**config.mk**
```make
export PLATFORM = sky130hd
export DESIGN_NAME = layer_scheduler_flat
export DESIGN_NICKNAME = d
export VERILOG_FILES = /design/src/rtl/gpu_pkg.sv /design/src/rtl/layer_scheduler_if.sv /design/src/rtl/layer_fetch_req_reg.sv /design/src/rtl/layer_scheduler.sv /design/src/flat_wrapper.sv
export SDC_FILE = /design/constraint.sdc
export NUM_CORES = 1
export LEC_CHECK = 0
export CORE_ASPECT_RATIO = 0.5
export CORE_MARGIN = 4
export CORE_UTILIZATION = 41
export CTS_CLUSTER_DIAMETER = 120
export DETAILED_ROUTE_END_ITERATION = 6
export PLACE_DENSITY = 0.87
export SLEW_MARGIN = 0
export SYNTH_ARGS = -nofsm -noshare
export SYNTH_HDL_FRONTEND = slang
export SYNTH_SLANG_ARGS = --single-unit
```
**constraint.sdc**
```tcl
create_clock -name clk -period 2.6 [get_ports clk]
set_clock_uncertainty 0.2 [all_clocks]
set_input_delay 0.39 -clock clk [delete_from_list [all_inputs] [get_ports clk]]
set_output_delay 0.39 -clock clk [all_outputs]
set_load 0.01 [all_outputs]
```
**src/rtl/gpu_pkg.sv**
```systemverilog
`default_nettype none
// ============================================================================
// Module  : gpu_pkg
// Brief   : Shared scheduler state type, layer constants and header field map.
// Rev     : 1.0
// ============================================================================
package gpu_pkg;

    localparam int c_NUM_LAYERS     = 16;
    localparam int c_HDR_W          = 128;
    localparam int c_HDR_POPULATED  = 0;
    localparam int c_HDR_IS_SPRITE  = 1;
    localparam int c_HDR_ID_LSB     = 8;
    localparam int c_HDR_ID_MSB     = 15;

    typedef enum logic [2:0] {
        IDLE     = 3'd0,
        HDR_RD   = 3'd1,
        HDR_WAIT = 3'd2,
        EVAL     = 3'd3,
        ISSUE    = 3'd4,
        DONE     = 3'd5
    } sched_state_t;

    function automatic logic [7:0] hdr_layer_id(input logic [c_HDR_W-1:0] hdr);
        return hdr[c_HDR_ID_MSB:c_HDR_ID_LSB];
    endfunction

endpackage
`default_nettype wire

```
**src/rtl/layer_scheduler_if.sv**
```systemverilog
`default_nettype none
// ============================================================================
// Module  : layer_scheduler_if
// Brief   : Valid/ready fetch-request channel from the scheduler to the fetch unit.
// Rev     : 1.0
// ============================================================================
interface layer_scheduler_if #(
    parameter int LAYER_IDX_W = 4
);

    logic                   fetchValid;
    logic                   fetchReady;
    logic                   fetchRam;
    logic                   fetchFlash;
    logic [7:0]             fetchLayerID;
    logic [LAYER_IDX_W-1:0] fetchLayerIdx;

    modport master (
        output fetchValid,
        output fetchRam,
        output fetchFlash,
        output fetchLayerID,
        output fetchLayerIdx,
        input  fetchReady
    );

    modport slave (
        input  fetchValid,
        input  fetchRam,
        input  fetchFlash,
        input  fetchLayerID,
        input  fetchLayerIdx,
        output fetchReady
    );

endinterface
`default_nettype wire

```
**src/rtl/layer_fetch_req_reg.sv**
```systemverilog
`default_nettype none
// ============================================================================
// Module  : layer_fetch_req_reg
// Brief   : Holding register for one fetch request; cleared on handshake or abort.
// Rev     : 1.0
// ============================================================================
module layer_fetch_req_reg #(
    parameter int LAYER_IDX_W = 4
) (
    input  wire                    clk,
    input  wire                    rst_n,
    input  wire                    load,
    input  wire                    abort,
    input  wire                    ram,
    input  wire                    flash,
    input  wire  [7:0]             layerID,
    input  wire  [LAYER_IDX_W-1:0] layerIdx,
    output logic                   taken,
    layer_scheduler_if.master      fetch
);

    logic                   r_valid;
    logic                   r_ram;
    logic                   r_flash;
    logic [7:0]             r_layer_id;
    logic [LAYER_IDX_W-1:0] r_layer_idx;

    // Abort withdraws the request even if the fetch unit is asserting ready.
    always_ff @(posedge clk or negedge rst_n) begin
        if (!rst_n) begin
            r_valid     <= 1'b0;
            r_ram       <= 1'b0;
            r_flash     <= 1'b0;
            r_layer_id  <= '0;
            r_layer_idx <= '0;
        end else if (abort) begin
            r_valid     <= 1'b0;
        end else if (load) begin
            r_valid     <= 1'b1;
            r_ram       <= ram;
            r_flash     <= flash;
            r_layer_id  <= layerID;
            r_layer_idx <= layerIdx;
        end else if (taken) begin
            r_valid     <= 1'b0;
        end
    end

    assign taken               = r_valid && fetch.fetchReady;
    assign fetch.fetchValid    = r_valid;
    assign fetch.fetchRam      = r_ram;
    assign fetch.fetchFlash    = r_flash;
    assign fetch.fetchLayerID  = r_layer_id;
    assign fetch.fetchLayerIdx = r_layer_idx;

endmodule
`default_nettype wire

```
**src/rtl/layer_scheduler.sv**
```systemverilog
`default_nettype none
// ============================================================================
// Module  : layer_scheduler
// Brief   : Per-pixel layer walker: header read, ALU evaluation, fetch issue.
// Rev     : 1.0
// ============================================================================
module layer_scheduler
    import gpu_pkg::*;
#(
    parameter int NUM_LAYERS  = c_NUM_LAYERS,
    parameter int LAYER_IDX_W = $clog2(c_NUM_LAYERS),
    parameter int HDR_W       = c_HDR_W
) (
    input  wire                    clk,
    input  wire                    rst_n,
    input  wire                    pixelValid,
    output logic                   pixelReady,
    input  wire  [10:0]            pixelX,
    input  wire  [10:0]            pixelY,
    input  wire  [LAYER_IDX_W:0]   layerCount,
    input  wire                    abort,
    output logic                   hdrRdEn,
    output logic [LAYER_IDX_W-1:0] hdrAddr,
    input  wire  [HDR_W-1:0]       hdrData,
    output logic [HDR_W-1:0]       currLayerHeader,
    output logic [10:0]            aluPixelX,
    output logic [10:0]            aluPixelY,
    input  wire                    aluReadRamEn,
    input  wire                    aluReadFlashEn,
    input  wire  [7:0]             aluLayerID,
    layer_scheduler_if.master      fetch,
    output logic                   pixelDone,
    output logic                   busy
);

    localparam logic [LAYER_IDX_W:0]   c_MAX_COUNT = (LAYER_IDX_W+1)'(NUM_LAYERS);
    localparam logic [LAYER_IDX_W-1:0] c_LAST_IDX  = LAYER_IDX_W'(NUM_LAYERS - 1);

    sched_state_t           r_state;
    logic [LAYER_IDX_W-1:0] r_idx;
    logic [LAYER_IDX_W:0]   r_count;
    logic                   r_hdr_rd_en;
    logic [LAYER_IDX_W-1:0] r_hdr_addr;
    logic [HDR_W-1:0]       r_curr_hdr;
    logic [10:0]            r_pix_x;
    logic [10:0]            r_pix_y;
    logic                   r_pixel_done;

    logic [LAYER_IDX_W:0]   w_count_clamped;
    logic                   w_alu_req;
    logic                   w_abort;
    logic                   w_load;
    logic                   w_taken;
    logic                   w_advance;
    logic                   w_last;

    assign w_count_clamped = (layerCount > c_MAX_COUNT) ? c_MAX_COUNT : layerCount;
    assign w_alu_req       = aluReadRamEn | aluReadFlashEn;
    assign w_abort         = abort && (r_state != IDLE);
    assign w_load          = (r_state == EVAL) && w_alu_req && !w_abort;
    assign w_advance       = ((r_state == EVAL) && !w_alu_req) || ((r_state == ISSUE) && w_taken);
    // The index guard keeps idx from wrapping even if count were corrupted.
    assign w_last          = ({1'b0, r_idx} == (r_count - 1'b1)) || (r_idx == c_LAST_IDX);

    always_ff @(posedge clk or negedge rst_n) begin
        if (!rst_n) begin
            r_state      <= IDLE;
            r_idx        <= '0;
            r_count      <= '0;
            r_hdr_rd_en  <= 1'b0;
            r_hdr_addr   <= '0;
            r_curr_hdr   <= '0;
            r_pix_x      <= '0;
            r_pix_y      <= '0;
            r_pixel_done <= 1'b0;
        end else begin
            r_hdr_rd_en  <= 1'b0;
            r_pixel_done <= 1'b0;
            if (w_abort) begin
                r_state <= IDLE;
            end else begin
                case (r_state)
                    IDLE: begin
                        if (pixelValid && !abort) begin
                            r_pix_x <= pixelX;
                            r_pix_y <= pixelY;
                            r_count <= w_count_clamped;
                            r_idx   <= '0;
                            if (w_count_clamped == '0) begin
                                r_state      <= DONE;
                                r_pixel_done <= 1'b1;
                            end else begin
                                r_state     <= HDR_RD;
                                r_hdr_rd_en <= 1'b1;
                                r_hdr_addr  <= '0;
                            end
                        end
                    end
                    HDR_RD: begin
                        r_state <= HDR_WAIT;
                    end
                    HDR_WAIT: begin
                        r_curr_hdr <= hdrData;
                        r_state    <= EVAL;
                    end
                    EVAL, ISSUE: begin
                        if (w_advance) begin
                            if (w_last) begin
                                r_state      <= DONE;
                                r_pixel_done <= 1'b1;
                            end else begin
                                r_idx       <= r_idx + 1'b1;
                                r_hdr_addr  <= r_idx + 1'b1;
                                r_hdr_rd_en <= 1'b1;
                                r_state     <= HDR_RD;
                            end
                        end else if (r_state == EVAL) begin
                            r_state <= ISSUE;
                        end
                    end
                    DONE: begin
                        r_state <= IDLE;
                    end
                    default: begin
                        r_state <= IDLE;
                    end
                endcase
            end
        end
    end

    layer_fetch_req_reg #(
        .LAYER_IDX_W (LAYER_IDX_W)
    ) u_fetch_req (
        .clk      (clk),
        .rst_n    (rst_n),
        .load     (w_load),
        .abort    (w_abort),
        .ram      (aluReadRamEn),
        .flash    (aluReadFlashEn),
        .layerID  (aluLayerID),
        .layerIdx (r_idx),
        .taken    (w_taken),
        .fetch    (fetch)
    );

    assign pixelReady      = (r_state == IDLE);
    assign busy            = (r_state != IDLE);
    assign hdrRdEn         = r_hdr_rd_en;
    assign hdrAddr         = r_hdr_addr;
    assign currLayerHeader = r_curr_hdr;
    assign aluPixelX       = r_pix_x;
    assign aluPixelY       = r_pix_y;
    assign pixelDone       = r_pixel_done;

endmodule
`default_nettype wire

```
**src/flat_wrapper.sv**
```systemverilog
// flat-port wrapper written by rule: the top's interface ports become plain ports
module layer_scheduler_flat import gpu_pkg::*;
#(
    parameter int NUM_LAYERS  = c_NUM_LAYERS,
    parameter int LAYER_IDX_W = $clog2(c_NUM_LAYERS),
    parameter int HDR_W       = c_HDR_W
)
  (clk, rst_n, pixelValid, pixelReady, pixelX, pixelY, layerCount, abort, hdrRdEn, hdrAddr, hdrData, currLayerHeader, aluPixelX, aluPixelY, aluReadRamEn, aluReadFlashEn, aluLayerID, pixelDone, busy, fetch_fetchValid, fetch_fetchRam, fetch_fetchFlash, fetch_fetchLayerID, fetch_fetchLayerIdx, fetch_fetchReady);
  layer_scheduler_if #(.LAYER_IDX_W(LAYER_IDX_W)) fetch_i ();
  input  wire clk;
  input  wire rst_n;
  input  wire pixelValid;
  output logic pixelReady;
  input  wire  [10:0] pixelX;
  input  wire  [10:0] pixelY;
  input  wire  [LAYER_IDX_W:0] layerCount;
  input  wire abort;
  output logic hdrRdEn;
  output logic [LAYER_IDX_W-1:0] hdrAddr;
  input  wire  [HDR_W-1:0] hdrData;
  output logic [HDR_W-1:0] currLayerHeader;
  output logic [10:0] aluPixelX;
  output logic [10:0] aluPixelY;
  input  wire aluReadRamEn;
  input  wire aluReadFlashEn;
  input  wire  [7:0] aluLayerID;
  output logic pixelDone;
  output logic busy;
  output wire logic [$bits(fetch_i.fetchValid)-1:0] fetch_fetchValid;
  output wire logic [$bits(fetch_i.fetchRam)-1:0] fetch_fetchRam;
  output wire logic [$bits(fetch_i.fetchFlash)-1:0] fetch_fetchFlash;
  output wire logic [$bits(fetch_i.fetchLayerID)-1:0] fetch_fetchLayerID;
  output wire logic [$bits(fetch_i.fetchLayerIdx)-1:0] fetch_fetchLayerIdx;
  input wire logic [$bits(fetch_i.fetchReady)-1:0] fetch_fetchReady;
  assign fetch_fetchValid = fetch_i.fetchValid;
  assign fetch_fetchRam = fetch_i.fetchRam;
  assign fetch_fetchFlash = fetch_i.fetchFlash;
  assign fetch_fetchLayerID = fetch_i.fetchLayerID;
  assign fetch_fetchLayerIdx = fetch_i.fetchLayerIdx;
  assign fetch_i.fetchReady = fetch_fetchReady;
  layer_scheduler #(.NUM_LAYERS(NUM_LAYERS), .LAYER_IDX_W(LAYER_IDX_W), .HDR_W(HDR_W)) u_core (.clk(clk), .rst_n(rst_n), .pixelValid(pixelValid), .pixelReady(pixelReady), .pixelX(pixelX), .pixelY(pixelY), .layerCount(layerCount), .abort(abort), .hdrRdEn(hdrRdEn), .hdrAddr(hdrAddr), .hdrData(hdrData), .currLayerHeader(currLayerHeader), .aluPixelX(aluPixelX), .aluPixelY(aluPixelY), .aluReadRamEn(aluReadRamEn), .aluReadFlashEn(aluReadFlashEn), .aluLayerID(aluLayerID), .fetch(fetch_i), .pixelDone(pixelDone), .busy(busy));
endmodule
```
==> results of run 1 <==
[kinds of logic (layout without fill, tap and decap cells)]
| group | count (synthesis) | count (layout) |
|---|---|---|
| muxes | 167 | 167 |
| xor gates and xnor gates | 8 | 8 |
| buffers and inverters | 33 | 403 |
| DFF | 183 | 183 |
| AOI/OAI and AO/OA | 25 | 25 |
| and+or+nand+nor | 48 | 48 |
| adders and majority gates | 2 | 2 |
[stage by stage]
stage,util [%],power (mW)
CTS,69.0,12.5
global route,69.0,13.0
floorplan,-,6.53
finish,69.0,12.3
detailed placement,65.4,9.81
global placement,65.4,9.63
[placed cells by master (no fill, tap or decap), types with 6 or more instances in the layout]
cell and instances:
nor3_1 6, mux2_2 165, buf_4 14, xnor2_1 6, dfrtp_1 180, clkbuf_16 17
nand2_1 7, nor2_1 11, clkdlybuf4s50_1 341, o21ai_0 6, inv_1 8
[final cells by class]
type / count / area [um^2]
Clock inverter: 12 / 144
Multi-Input combinational cell: 250 / 2460
Fill cell: 1180 / 5200
Tap cell: 227 / 284
Timing Repair Buffer: 362 / 3640
Sequential cell: 183 / 4580
Inverter: 9 / 38.8
Clock buffer: 20 / 457
[cell usage after synthesis (2+ instances only)]
cell	count
ha_1	2
nor2_1	11
nor3_1	6
mux2_2	165
o2bb2ai_1	3
nand3_1	3
xnor2_1	6
a21o_1	2
buf_2	19
nand3b_1	3
o31a_1	2
nand2b_1	4
or3_1	2
nand2_1	7
o21ai_0	6
inv_1	8
xor2_1	2
a21oi_1	3
or4_1	2
dfrtp_1	183
buf_6	2
o22ai_1	2
clkbuf_1	2
[power by group through the flow]
stage | clock [mW] | sequential (mW) | combinational (mW)
3_3_place_gp | 0 | 4.69 | 4.93
6_report | 2.63 | 4.74 | 4.96
5_1_grt | 2.83 | 4.89 | 5.24
4_1_cts | 2.70 | 4.74 | 5.06
2_1_floorplan | 0 | 5.25 | 1.29
3_5_place_dp | 0 | 4.79 | 5.02
[per-layer routing]
| layer | vias up | wire length, um | global-route usage [%] |
|---|---|---|---|
| met5 | - | 0 | 0 |
| met4 | 0 | 491 | 7.24 |
| met3 | 35 | 774 | 5.32 |
| met2 | 112 | 11900 | 39.8 |
| met1 | 2645 | 8190 | 24.0 |
| li1 | 2368 | - | - |
[how the worst max path moves through the flow]
stage | cells after the start | start | slack [ns] | endpoint
6_report | 3 | u_core.r_state[1]$_DFFE_PN0P_ | 0.07 | pixelReady
5_1_grt | 3 | u_core.r_state[1]$_DFFE_PN0P_ | 0.01 | pixelReady
4_1_cts | 3 | u_core.r_state[2]$_DFFE_PN0P_ | 0.03 | pixelReady
3_5_place_dp | 6 | layerCount[3] | 0.08 | u_core.hdrAddr[2]$_DFFE_PN0P_
3_3_place_gp | 6 | layerCount[2] | 0.14 | u_core.hdrAddr[2]$_DFFE_PN0P_
2_1_floorplan | 7 | u_core.r_count[0]$_DFFE_PN0P_ | 0.48 | u_core.hdrAddr[2]$_DFFE_PN0P_
[what timing repair did]
action | in CTS | in global routing
setup endpoints to repair | 1 | 1
pin swaps | 0 | 0
endpoints found under the hold margin | 53 | 0
hold buffers | 1 | 0
gates resized for setup | 1 | 2
[sequential cells by signal, summed over array words and instances (netlist names)]
register,cells
u_core.aluPixelX,11
u_core.aluPixelY,11
u_core.currLayerHeader,128
u_core.hdrAddr,4
u_core.hdrRdEn,1
u_core.pixelDone,1
u_core.r_count,5
u_core.r_idx,4
u_core.r_state,3
u_core.u_fetch_req.fetch.fetchFlash,1
u_core.u_fetch_req.fetch.fetchLayerID,8
u_core.u_fetch_req.fetch.fetchLayerIdx,4
u_core.u_fetch_req.fetch.fetchRam,1
u_core.u_fetch_req.fetch.fetchValid,1
==> run metrics, run 1 <==
HP Class reg2reg; width of the die 195 um; Slew @ Worst Pin 0.628 ns; Syn Std Cell Area 0.00720 mm^2; FF-to-FF Start u_core.r_count[0]$_DFFE_PN0P_; Fin. Hold Viols 0; clk sinks 183; dpl cell area 0.0110 mm^2; Post-Synth Adder-Cell Area 0.348%; Initial Util 42.8%; final hold slack 0.302 ns; post-synthesis async set-or-reset flop share 100%; FF-to-FF path depth 7; R2R setup slack 0.26 ns; RSZ-0062 raised after global routing no; Peak Freq 0.396 GHz; first-pass GRT wire length 32500 um; DR iter-0 viols 177; Max stage delay cell, worst path clkdlybuf4s50_1; clock transition at the registers of the reported paths 0.07 ns; Total Neg Setup Slack 0 ns; Final period util 97.2%; core area 0.0168 mm^2; startpoint types flip-flop; Distinct cells, synth 44; Relative slew margins 57.1%; Max-Cap Viols 0; crit path DAT 1.94 ns; post-route DRC violation count 0; postcts setup bufs 0; clock share of power 21.3%; crit path max fanout 10; Post-Synth XOR/XNOR Area 0.973%; Yosys reg bits 183; share of post-route cells with drive strength above 1 27.4%; Synth Area in Compound Gates 2.68%; Die Ht 102 um; critical setup path kind reg2out; R2R Path End u_core.r_idx[3]$_DFFE_PN0P_; top cells by area, synth dfrtp_1 (64%), mux2_2 (26%), buf_2 (1.3%); clock buffer count from CTS 17; clock buffer depth 2; Req. time, crit path 2.01 ns; Layout area overhead 61.1%; I/O pin count 343; Antenna diodes 0; FP Rows 33; H-tree depth reported by CTS 4; Sw Share 29.4%; post-synthesis simple-gate area fraction 3.87%; Worst setup EP type primary output; sequential fraction of the synthesis area 63.6%; Synth Instances 466; DP HPWL 16600 um; combinational family with the most area after synthesis multiplexers; wirelength, routed 21400 um; setup slack after layout 0.0716 ns; Total GRT Usage 21.2%; drt pass-1 iters 4; top_reg_cell synth dfrtp_1; CP Buf/Inv Count 2; synthesized area per cell 15.5 um^2; vias per inst 4.85; Layout Cells excl Fill 1063; largest stage delay on the critical path 0.53 ns; Hold Path Origin u_core.aluPixelY[4]$_DFFE_PN0P_; final setup fails 0; vias in the first global route 5795; Placed Cells 1030; DR vias 5160; P_int 8.71 mW; status finished clean; final instance area 0.0116 mm^2; LEAKAGE 4.82 nW; root buffer cell clkbuf_16; share of the synthesized area in the top cell type 63.6%; largest net degree at the start of global routing 58; min Tclk post-route 2.53 ns; CTS tree yes; Routability Congestion 0.843; gr ovfl total 0; crit-path cells or3_4 -> clkinv_4 -> clkdlybuf4s50_1; hold endpoint u_core.aluPixelY[4]$_DFFE_PN0P_; VDD IR-drop max 0.690 mV; Routed Antenna Nets 0; max-slew violations 0; Setup WS pre-CTS 0.0817 ns; EDFF count, synth 0; Port Buffer Count 342; worst skew pair latency 0.42 ns; DR WL/cell 20.1 um; power share of the sequential group 38.5%; die area 0.0199 mm^2; hold path depth 1; P_sw 3.62 mW; post-synthesis mux area share 26.2%; cell taking the most area after synthesis dfrtp_1; total nets after synthesis 638; fin nets 995; combinational share of power 40.2%; initial antenna violation count 0; PwrDens 1060 mW/mm^2; kind of cell with the highest combined delay on the critical path buffers and inverters; Syn. warnings 0
No activity file was read; power rests on OpenSTA's default activity.
==> run 2, diff against run 1 <==
--- a/config.mk
+++ b/config.mk
@@ -5,9 +5,11 @@
 export SDC_FILE = /design/constraint.sdc
 export NUM_CORES = 1
 export LEC_CHECK = 0
+export CELL_PAD_IN_SITES_DETAIL_PLACEMENT = 0
+export CELL_PAD_IN_SITES_GLOBAL_PLACEMENT = 1
 export CORE_ASPECT_RATIO = 0.5
-export CORE_MARGIN = 4
-export CORE_UTILIZATION = 41
+export CORE_MARGIN = 3
+export CORE_UTILIZATION = 32
 export CTS_CLUSTER_DIAMETER = 120
 export DETAILED_ROUTE_END_ITERATION = 6
 export PLACE_DENSITY = 0.87
==> run 2 against run 1 <==
Against the previous run: combinational power barely moved; utilization shrank 15 points; wire length shrank 0.58%; total power rose by 0.66%; sequential power about the same; setup slack got worse by 0.012 ns; critical path type unchanged; highest routed layer unchanged.
==> run metrics, run 2 (synthesized netlist as in run 1, its figures left out) <==
status finished clean (unchanged); CTS tree yes (unchanged); max reg flops 128 (unchanged); min Tclk post-route 2.54 ns (was 2.53 ns); crit path max fanout 10 (unchanged); Die Ht 112 um (was 102 um); max-slew violations 0 (unchanged); DR vias 5145 (was 5160); Fin. Hold Viols 0 (unchanged); Initial Util 32.9% (was 42.8%); drt pass-1 iters 4 (unchanged); power share of the sequential group 38.0% (was 38.5%); P_int 8.87 mW (was 8.71 mW); Max-Cap Viols 0 (unchanged); Sw Share 28.6% (was 29.4%); fin nets 993 (was 995); initial antenna violation count 1 (was 0); clock transition at the registers of the reported paths 0.06 ns (was 0.07 ns); critical setup path kind reg2out (unchanged); postcts setup bufs 0 (unchanged); vias per inst 4.53 (was 4.85); post-route DRC violation count 0 (unchanged); Routability Congestion 0.837 (was 0.843); Slew @ Worst Pin 0.579 ns (was 0.628 ns); wirelength, routed 21200 um (was 21400 um); die area 0.0244 mm^2 (was 0.0199 mm^2); Total Neg Setup Slack 0 ns (unchanged); Req. time, crit path 2.01 ns (about the same); Worst setup EP type primary output (unchanged); PwrDens 1060 mW/mm^2 (about the same); commonest non-fill, non-tap cell in the layout clkdlybuf4s50_1 (unchanged); H-tree depth reported by CTS 4 (unchanged); RSZ-0062 raised after global routing no (unchanged); Relative slew margins 60.4% (was 57.1%); width of the die 218 um (was 195 um); Total GRT Usage 17.6% (was 21.2%); DR WL/cell 18.7 um (was 20.1 um); final core utilization 53.6% (was 69.0%); final hold slack 0.299 ns (was 0.302 ns); clock buffer depth 2 (unchanged); startpoint types flip-flop (unchanged); root buffer cell clkbuf_16 (unchanged); clock buffer count from CTS 17 (unchanged); Final period util 97.7% (was 97.2%); HP Class in2async (was reg2reg); Setup WS pre-CTS 0.0209 ns (was 0.0817 ns); vias in the first global route 5647 (was 5795); Layout area overhead 62.7% (was 61.1%); core area 0.0219 mm^2 (was 0.0168 mm^2); Placed Cells 1101 (was 1030); largest net degree at the start of global routing 55 (was 58); commonest non-fill, non-tap cells in the layout clkdlybuf4s50_1 (341), dfrtp_1 (180), mux2_2 (165) (unchanged); worst skew pair latency 0.43 ns (was 0.42 ns); VDD IR-drop max 0.643 mV (was 0.690 mV); clock share of power 21.9% (was 21.3%); R2R setup slack 0.32 ns (was 0.26 ns); DR iter-0 viols 153 (was 177); DP HPWL 16400 um (was 16600 um); Peak Freq 0.394 GHz (was 0.396 GHz); Layout Cells excl Fill 1135 (was 1063); I/O pin count 343 (unchanged); share of post-route cells with drive strength above 1 27.0% (was 27.4%); gr ovfl total 0 (unchanged); FP Rows 38 (was 33); Port Buffer Count 342 (unchanged); P_sw 3.55 mW (was 3.62 mW); clk sinks 183 (unchanged); Routed Antenna Nets 0 (unchanged); setup slack after layout 0.0597 ns (was 0.0716 ns); combinational share of power 40.1% (was 40.2%); final setup fails 0 (unchanged); LEAKAGE 4.83 nW (was 4.82 nW); Fill cells 1882 (was 1180); first-pass GRT wire length 32500 um (about the same); crit path DAT 1.95 ns (was 1.94 ns)
==> run 2: path summary, 6_finish.rpt <==
path | startpoint | end | depth (start not counted)
setup reg to reg | u_core.r_count[0]$_DFFE_PN0P_ | u_core.r_idx[3]$_DFFE_PN0P_ | 7
setup / recovery | u_core.r_state[2]$_DFFE_PN0P_ | pixelReady | 3
min in group clk | u_core.hdrAddr[1]$_DFFE_PN0P_ | u_core.hdrAddr[1]$_DFFE_PN0P_ | 1
hold reg to reg | u_core.hdrAddr[1]$_DFFE_PN0P_ | u_core.hdrAddr[1]$_DFFE_PN0P_ | 1
hold / removal | rst_n | u_core.currLayerHeader[32]$_DFFE_PN0P_ | 2
max in group asynchronous | rst_n | u_core.currLayerHeader[97]$_DFFE_PN0P_ | 3
==> run 2: through the flow <==
stage	instance area (um^2)	power, mW
2_1_floorplan	7200	6.53
3_3_place_gp	11100	9.66
3_5_place_dp	11100	9.81
4_1_cts	11700	12.6
5_1_grt	11700	13.0
6_report	11700	12.4
==> run 2: critical path, stage by stage, from the launching register on <==
cell	delay, ns
dfrtp_2	0.47
or3_4	0.44
clkinv_4	0.07
clkdlybuf4s50_1	0.53
==> run 2: power by group through the flow <==
stage / sequential [mW] / clock [mW] / combinational, mW
2_1_floorplan: 5.25 / 0 / 1.29
3_3_place_gp: 4.68 / 0 / 4.97
3_5_place_dp: 4.76 / 0 / 5.04
4_1_cts: 4.73 / 2.81 / 5.07
5_1_grt: 4.88 / 2.91 / 5.24
6_report: 4.72 / 2.72 / 4.98
==> run 2: repair_timing <==
action,4_1_cts,5_1_grt
resized for setup,2,1
hold buffers,1,0
setup endpoints to repair,1,1
endpoints found under the hold margin,49,0
==> run 2: cell type report <==
type                            instances  area (um^2)  share of cell area [%]
Sequential cell                       183         4580                    39.1
Timing Repair Buffer                  360         3640                    31.1
Multi-Input combinational cell        250         2460                    21.0
Clock buffer                           25          505                    4.32
Tap cell                              300          375                    3.20
Clock inverter                          7          114                   0.972
Inverter                                9         38.8                   0.331
Antenna cell                            1         2.50                  0.0214
==> run 2: metal layers <==
metal  vias up  routed length [um]  GRT usage [%]
li1       2366                   -              -
met1      2661                8310           19.6
met2        81               11700           32.6
met3        37                 564           4.08
met4         0                 640           7.34
met5         -                   0              0
